===== src/rtl/mem_ctrl_pkg.sv =====
// Shared types for the data SRAM access controller: FSM states and
// access-size encodings.
package mem_ctrl_pkg;

   typedef enum logic [2:0] {
      IDLE = 3'd0,
      REQ  = 3'd1,
      WAIT = 3'd2,
      RESP = 3'd3,
      DROP = 3'd4
   } state_e;

   localparam logic [1:0] SZ_BYTE = 2'd0;
   localparam logic [1:0] SZ_HALF = 2'd1;
   localparam logic [1:0] SZ_WORD = 2'd2;

   // The illegal encoding 3 goes onto the bus as a full word.
   function automatic logic [1:0] norm_size(input logic [1:0] sz);
      case (sz)
         SZ_BYTE: return SZ_BYTE;
         SZ_HALF: return SZ_HALF;
         default: return SZ_WORD;
      endcase
   endfunction

endpackage


===== src/rtl/data_sram_ctrl.sv =====
// Sequences a single outstanding load/store from EX onto the split
// req/addr_ok/data_ok SRAM bus and returns the result to MEM, swallowing flushed ops.
module data_sram_ctrl
   import mem_ctrl_pkg::*;
(
   input  logic        clk,
   input  logic        resetn,
   input  logic        ex_valid,
   output logic        ex_ready,
   input  logic        ex_wr,
   input  logic [1:0]  ex_size,
   input  logic [3:0]  ex_wstrb,
   input  logic [31:0] ex_addr,
   input  logic [31:0] ex_wdata,
   input  logic        ex_excp,
   input  logic        flush,
   output logic        data_sram_req,
   output logic        data_sram_wr,
   output logic [1:0]  data_sram_size,
   output logic [3:0]  data_sram_wstrb,
   output logic [31:0] data_sram_addr,
   output logic [31:0] data_sram_wdata,
   input  logic        data_sram_addr_ok,
   input  logic        data_sram_data_ok,
   input  logic [31:0] data_sram_rdata,
   output logic        rsp_valid,
   input  logic        rsp_ready,
   output logic [31:0] rsp_rdata
);

   state_e      state_q, state_d;
   logic        kill_q, kill_d;
   logic        req_q, req_d;
   logic        wr_q, wr_d;
   logic [1:0]  size_q, size_d;
   logic [3:0]  wstrb_q, wstrb_d;
   logic [31:0] addr_q, addr_d;
   logic [31:0] wdata_q, wdata_d;
   logic [31:0] buf_q, buf_d;
   logic [31:0] bus_rsp;

   // Stores complete with zero data so MEM never sees stale read bits.
   assign bus_rsp = wr_q ? 32'd0 : data_sram_rdata;

   always_comb begin
      state_d = state_q;
      kill_d  = kill_q;
      req_d   = req_q;
      wr_d    = wr_q;
      size_d  = size_q;
      wstrb_d = wstrb_q;
      addr_d  = addr_q;
      wdata_d = wdata_q;
      buf_d   = buf_q;
      case (state_q)
         IDLE: begin
            if (ex_valid && !ex_excp && !flush) begin
               wr_d    = ex_wr;
               size_d  = norm_size(ex_size);
               wstrb_d = ex_wr ? ex_wstrb : 4'd0;
               addr_d  = ex_addr;
               wdata_d = ex_wdata;
               req_d   = 1'b1;
               kill_d  = 1'b0;
               state_d = REQ;
            end
         end
         REQ: begin
            // The request stays up until addr_ok; a flush only marks it dead.
            if (flush) kill_d = 1'b1;
            if (data_sram_addr_ok) begin
               req_d   = 1'b0;
               kill_d  = 1'b0;
               state_d = (kill_q || flush) ? DROP : WAIT;
            end
         end
         WAIT: begin
            if (data_sram_data_ok) begin
               if (flush || rsp_ready) begin
                  state_d = IDLE;
               end else begin
                  buf_d   = bus_rsp;
                  state_d = RESP;
               end
            end else if (flush) begin
               state_d = DROP;
            end
         end
         RESP: begin
            if (flush || rsp_ready) state_d = IDLE;
         end
         DROP: begin
            if (data_sram_data_ok) state_d = IDLE;
         end
         default: state_d = IDLE;
      endcase
   end

   always_ff @(posedge clk) begin
      if (!resetn) begin
         state_q <= IDLE;
         kill_q  <= 1'b0;
         req_q   <= 1'b0;
         wr_q    <= 1'b0;
         size_q  <= 2'd0;
         wstrb_q <= 4'd0;
         addr_q  <= 32'd0;
         wdata_q <= 32'd0;
         buf_q   <= 32'd0;
      end else begin
         state_q <= state_d;
         kill_q  <= kill_d;
         req_q   <= req_d;
         wr_q    <= wr_d;
         size_q  <= size_d;
         wstrb_q <= wstrb_d;
         addr_q  <= addr_d;
         wdata_q <= wdata_d;
         buf_q   <= buf_d;
      end
   end

   assign ex_ready        = (state_q == IDLE);
   assign data_sram_req   = req_q;
   assign data_sram_wr    = wr_q;
   assign data_sram_size  = size_q;
   assign data_sram_wstrb = wstrb_q;
   assign data_sram_addr  = addr_q;
   assign data_sram_wdata = wdata_q;

   always_comb begin
      rsp_valid = 1'b0;
      rsp_rdata = 32'd0;
      if (!flush) begin
         if (state_q == WAIT && data_sram_data_ok) begin
            rsp_valid = 1'b1;
            rsp_rdata = bus_rsp;
         end else if (state_q == RESP) begin
            rsp_valid = 1'b1;
            rsp_rdata = buf_q;
         end
      end
   end

endmodule


===== config.mk =====
export PLATFORM = sky130hd
export DESIGN_NAME = data_sram_ctrl
export DESIGN_NICKNAME = d
export VERILOG_FILES = /design/src/rtl/mem_ctrl_pkg.sv /design/src/rtl/data_sram_ctrl.sv
export SDC_FILE = /design/constraint.sdc
export NUM_CORES = 1
export LEC_CHECK = 0
export ABC_AREA = 1
export CAP_MARGIN = 20
export CORE_MARGIN = 2
export CORE_UTILIZATION = 42
export CTS_BUF_LIST = sky130_fd_sc_hd__clkbuf_8
export DETAILED_ROUTE_END_ITERATION = 10
export PLACE_DENSITY = 0.83
export SLEW_MARGIN = 20
export SYNTH_ARGS = -nofsm -noshare
export SYNTH_HDL_FRONTEND = slang
export SYNTH_SLANG_ARGS = --single-unit

===== constraint.sdc =====
create_clock -name clk -period 1.9 [get_ports clk]
set_input_delay 0.38 -clock clk [delete_from_list [all_inputs] [get_ports clk]]
set_output_delay 0.38 -clock clk [all_outputs]
set_load 0.02 [all_outputs]

# [Yosys cells after proc, flatten, opt, wreduce, memory -nomap -nowiden]
# Index checks and enable logic that the tools add are counted.
[word_totals] wordCells=61 output_inout_bits=106 inputBits=111 ff_bits=108
[classes] eq_ne=11 mux=25 bitwise_logic=1 n_reduce_logical=15
[op_table] cell="32-bit two-way mux" count=4
[op_table] cell="3-bit two-way mux" count=7
[op_table] cell="3-bit one-hot mux with 5 select lines" count=1
[op_table] cell="3-bit AND reduction" count=3
[op_table] cell="1-bit two-way mux" count=8
[op_table] cell="3-bit by 2-bit equality test with 1-bit output (second input constant)" count=2
[op_table] cell="2-bit != test (second input constant)" count=3
[op_table] cell="3-bit != test (second input constant)" count=2
[op_table] cell="5-bit AND reduction" count=1
[op_table] cell="4-bit two-way mux" count=1
[op_table] cell="1-bit one-hot mux with 2 select lines" count=2
[op_table] cell="2-bit one-hot mux with 2 select lines" count=1
[op_table] cell="3-bit by 1-bit equality test with 1-bit output (second input constant)" count=1
[op_table] cell="3-bit equality test (second input constant)" count=1
[op_table] cell="1-bit logical AND" count=3
[op_table] cell="3-bit logical NOT" count=1
[op_table] cell="2-bit by 1-bit equality test with 1-bit output (second input constant)" count=1
[op_table] cell="1-bit logical NOT" count=2
[op_table] cell="2-bit logical NOT" count=1
[op_table] cell="1-bit logical OR" count=2
[op_table] cell="2-bit two-way mux" count=1
[op_table] cell="2-bit by 1-bit != test with 1-bit output (second input constant)" count=1
[op_table] cell="2-bit AND reduction" count=1
[op_table] cell="2-bit nonzero test" count=1
[op_table] cell="1-bit inverter" count=1

# [Logic depth before layout (Yosys ltp)]
[depth] word_depth=5 mapped_depth=10 mapped_depth_nobuf=9

# [Worst setup path after synthesis]
# No wires, ideal clock.
[synth_path] kind="register to output" from="reg state_q[2]" to="out rsp_rdata[17]" setup_slack_ns=0.172 arrival_time_ns=1.348 path_buffers=2 path_stages_with_launch=8 required_ns=1.520 cell_sequence="dfxtp_1 > nor2_4 > nand2_2 > nor2_4 > buf_6 > buf_2 > o21ai_0 > nor2_1"
[synth_via] elab_chain_len=4 elab_cells_between_ends=6 cone_classes="2 x eq/ne; 3 x mux; 1 x reduce/logical"
[synth_lines] item="from (decl)" line="data_sram_ctrl.sv:31" source="state_e state_q, state_d;"
[synth_lines] item="from (signal assigned)" line="data_sram_ctrl.sv:111" source="state_q <= state_d;"
[synth_lines] item="3-bit by 2-bit equality test with 1-bit output (on tied branches)" line="data_sram_ctrl.sv:138, data_sram_ctrl.sv:135"
[synth_lines] item="32-bit two-way mux or 1-bit logical AND (tied branches)" line="data_sram_ctrl.sv:138, data_sram_ctrl.sv:135"
[synth_lines] item="32-bit two-way mux *" line="data_sram_ctrl.sv:135" source="if (state_q == WAIT && data_sram_data_ok) begin"
[synth_lines] item="32-bit two-way mux *" line="data_sram_ctrl.sv:134" source="if (!flush) begin"
[synth_lines] item="to (decl)" line="data_sram_ctrl.sv:28" source="output logic [31:0] rsp_rdata"
# Mark *: on every way between the ends. The rest lies on a longest branch, timed or not.

# [Worst setup path in the final report]
[layout_path] from="reg state_q[2]" to="out rsp_rdata[1]"
# The elaborated chain is that of the path after synthesis.

==> flow_summary.json <==
{
  "insertion_delay_ps": 360,
  "grt_usage": 0.2494,
  "core_area_sq_um": 10320,
  "synth_nets": 732,
  "rsz0062_at_grt": "true",
  "ys.warnings.count": 0,
  "reg2reg_to": "state_q[2]",
  "syn_area_per_cell_sq_um": 7.173,
  "clockBufferDepth": 2,
  "ios": 217,
  "htree_levels": 3,
  "slew_violations": 0,
  "drc": 0,
  "dieWidth_um": 107.0,
  "seqPwrFrac": 0.399,
  "switchingPower_w": 0.002219,
  "clkPwrFrac": 0.241,
  "r2r_cells": 8,
  "hold_depth": 3,
  "cts.clk_slew.worst_paths_ps": 110,
  "ys_seq_area_frac": 0.4854,
  "start_kind": "flip-flop",
  "start_util": 0.4315,
  "overflow": 0,
  "switching_share": 0.3353,
  "cts_tree": "yes",
  "comb_power_share": 0.360,
  "yosys.area.top_type": "dfxtp_1",
  "cts_sinks": 108,
  "synth_area_sq_um": 4454,
  "p_per_area_nw_per_um2": 905.0,
  "finalClockSkew_ps": 11.31,
  "die-area_sq_um": 11440,
  "area_growth_pct": 64.19,
  "r2r-start": "state_q[0]",
  "finalCritPeriodShare": 1.111,
  "finalCriticalPeriod_ps": 2111,
  "drv_cap": 0,
  "ys_top_cells_by_area": "dfxtp_1, nor2_1, o21ai_0, nand2_1, a21oi_1",
  "die_h_um": 107.0,
  "dr.pass1.iters": 5,
  "wl_per_cell_um": 14.77,
  "gp_congestion": 0.8196,
  "vias": 5060,
  "vias_per_cell": 5.030,
  "worst-r2r-setup-slack_ps": 400,
  "synth_top_cell_area_share": 0.4854,
  "nNetsFinal": 976,
  "arrival_ps": 1730,
  "port_buffers": 216,
  "cts_root_buffer": "clkbuf_8",
  "drtIter0Drc": 400,
  "tightest_slew_ps": 443.7,
  "outcome": "finished with violations",
  "grt_max_degree": 68,
  "crit_fanout": 5,
  "wl_um": 14860,
  "hold_viol_final": 0,
  "final_cell_area_sq_um": 7313,
  "p_total_w": 0.006618,
  "diodes": 0,
  "violations": "negative setup slack",
  "power_leakage_nw": 3.104,
  "path_class": "reg2out",
  "grt_pass1_wl_um": 22970,
  "irDropWorstVdd_uv": 510.3,
  "rows": 37,
  "p_int_w": 0.004399,
  "numCtsBuffers": 9,
  "placed_cell_area_sq_um": 7036,
  "yosysUniqueCellTypes": 20,
  "antenna_found_initial": 0,
  "yosys_register_bits": 108,
  "fmax_mhz": 473.6,
  "cts_hold_buf": 0,
  "hold_end": "state_q[0]",
  "grt_pass1_vias": 4894,
  "drtAntennaViolNets": 0,
  "cp.required_ps": 1520,
  "min-delay-path-class": "in2reg",
  "endpoint_kind": "output port",
  "setup_viol": 33,
  "post-dp-hpwl_um": 10360,
  "drive_gt1_frac": 0.1517,
  "setup_ws_ps": -211.4,
  "relSlewSlack": 0.7042,
  "hp-start": "resetn",
  "postSynthCellCount": 621
}
==> power groups by stage <==
stage               logic, W  registers (W)  clock network [W]
floorplan            0.00102        0.00286                  0
global placement     0.00218        0.00266                  0
detailed placement   0.00224        0.00267                  0
CTS                  0.00232        0.00264            0.00163
global route         0.00258        0.00267            0.00171
finish               0.00238        0.00264            0.00159
==> cell usage after synthesis (all sizes together) <==
cell    instances
o21ai         130
nor2          179
nand3          12
a211oi          1
inv            11
nand3b          1
nand2          90
dfxtp         108
clkbuf         14
buf            32
a21oi          42
a31oi           1
==> cells by family (layout without fill, tap and decap cells) <==
logic type	Yosys count	in the layout	share of synthesized area
flip-flops	108	108	0.4854
buffers and inverters	57	306	0.06573
AND/OR/NAND/NOR	282	282	0.2517
AO/OA/AOI/OAI	174	174	0.1972
==> per-stage QoR <==
| step | setup TNS [ps] | util | hold WS (ps) | setup WS, ps | instances |
|---|---|---|---|---|---|
| finish | -5259 | 0.7084 | 454.6 | -211.4 | 1006 |
| global route | -8325 | 0.7084 | 472.4 | -294.6 | 1006 |
| CTS | -4525 | 0.7005 | 435.8 | -226.2 | 1002 |
| detailed placement | -24750 | 0.6815 | 457.7 | -682.2 | 979 |
| global placement | -21700 | 0.6815 | 447.4 | -614.3 | 979 |
| floorplan | 0 | - | 436.0 | 172.0 | 621 |
==> area by class of cell <==
| cell class | count | area, sq um |
|---|---|---|
| sequential | 108 | 2166 |
| multi-input combinational | 456 | 2012 |
| tap | 136 | 170.2 |
| clock inverter | 6 | 93.84 |
| clock buffer | 10 | 137.6 |
| timing repair buffer | 279 | 2690 |
| inverter | 11 | 43.79 |
| fill | 813 | 3010 |
==> state kept, by name, summed over array words and instances (netlist names) <==
register and flops:
buf_q 32, data_sram_addr 32, data_sram_req 1, data_sram_size 2, data_sram_wdata 32, data_sram_wr 1, data_sram_wstrb 4, kill_q 1
state_q 3
==> worst max-delay path by stage <==
stage,from,endpoint,slack [ps],cells after the start
floorplan,state_q[2],rsp_rdata[17],170,7
global route,state_q[0],rsp_rdata[17],-290,9
CTS,state_q[0],rsp_rdata[30],-230,10
detailed placement,data_sram_data_ok,rsp_rdata[17],-680,7
global placement,data_sram_data_ok,rsp_rdata[6],-610,7
finish,state_q[2],rsp_rdata[1],-210,10
==> metal layers <==
layer / share of wire / global-route usage / up-vias
li1: - / - / 2496
met1: 0.37 / 0.2755 / 2278
met2: 0.49 / 0.4322 / 253
met3: 0.11 / 0.09666 / 33
met5: 0 / 0 / -
met4: 0.031 / 0.09462 / 0
==> placed cells by master, fill, tap and decap left out, types with 2 or more instances in the layout <==
cell,count
a21oi_1,42
buf_12,9
buf_2,4
buf_4,76
buf_6,7
bufinv_16,2
clkbuf_8,10
clkdlybuf4s50_1,180
dfxtp_1,105
dfxtp_2,3
inv_1,8
inv_2,2
inv_6,2
nand2_1,88
nand2_2,2
nand3_1,12
nor2_1,170
nor2_2,5
nor2_4,3
o21ai_0,115
o21ai_1,14
==> worst max-delay path, cell delays in order (launching register included) <==
cell     delay [ps]
dfxtp_2         350
nor2_4          110
nand2_2          80
nor2_4          140
buf_6           140
buf_6           120
buf_6           100
nand2_1          50
o21ai_1          80
nor2_1           50
buf_4           150
==> what timing repair did <==
| item | in CTS | in global routing |
|---|---|---|
| hold endpoints to repair | 0 | 0 |
| buffers inserted | 7 | 3 |
| pin swaps | 1 | 0 |
| cloned | 0 | 1 |
| setup endpoints to repair | 34 | 34 |
| resized for setup | 167 | 17 |
No activity file was read; power rests on OpenSTA's default activity.
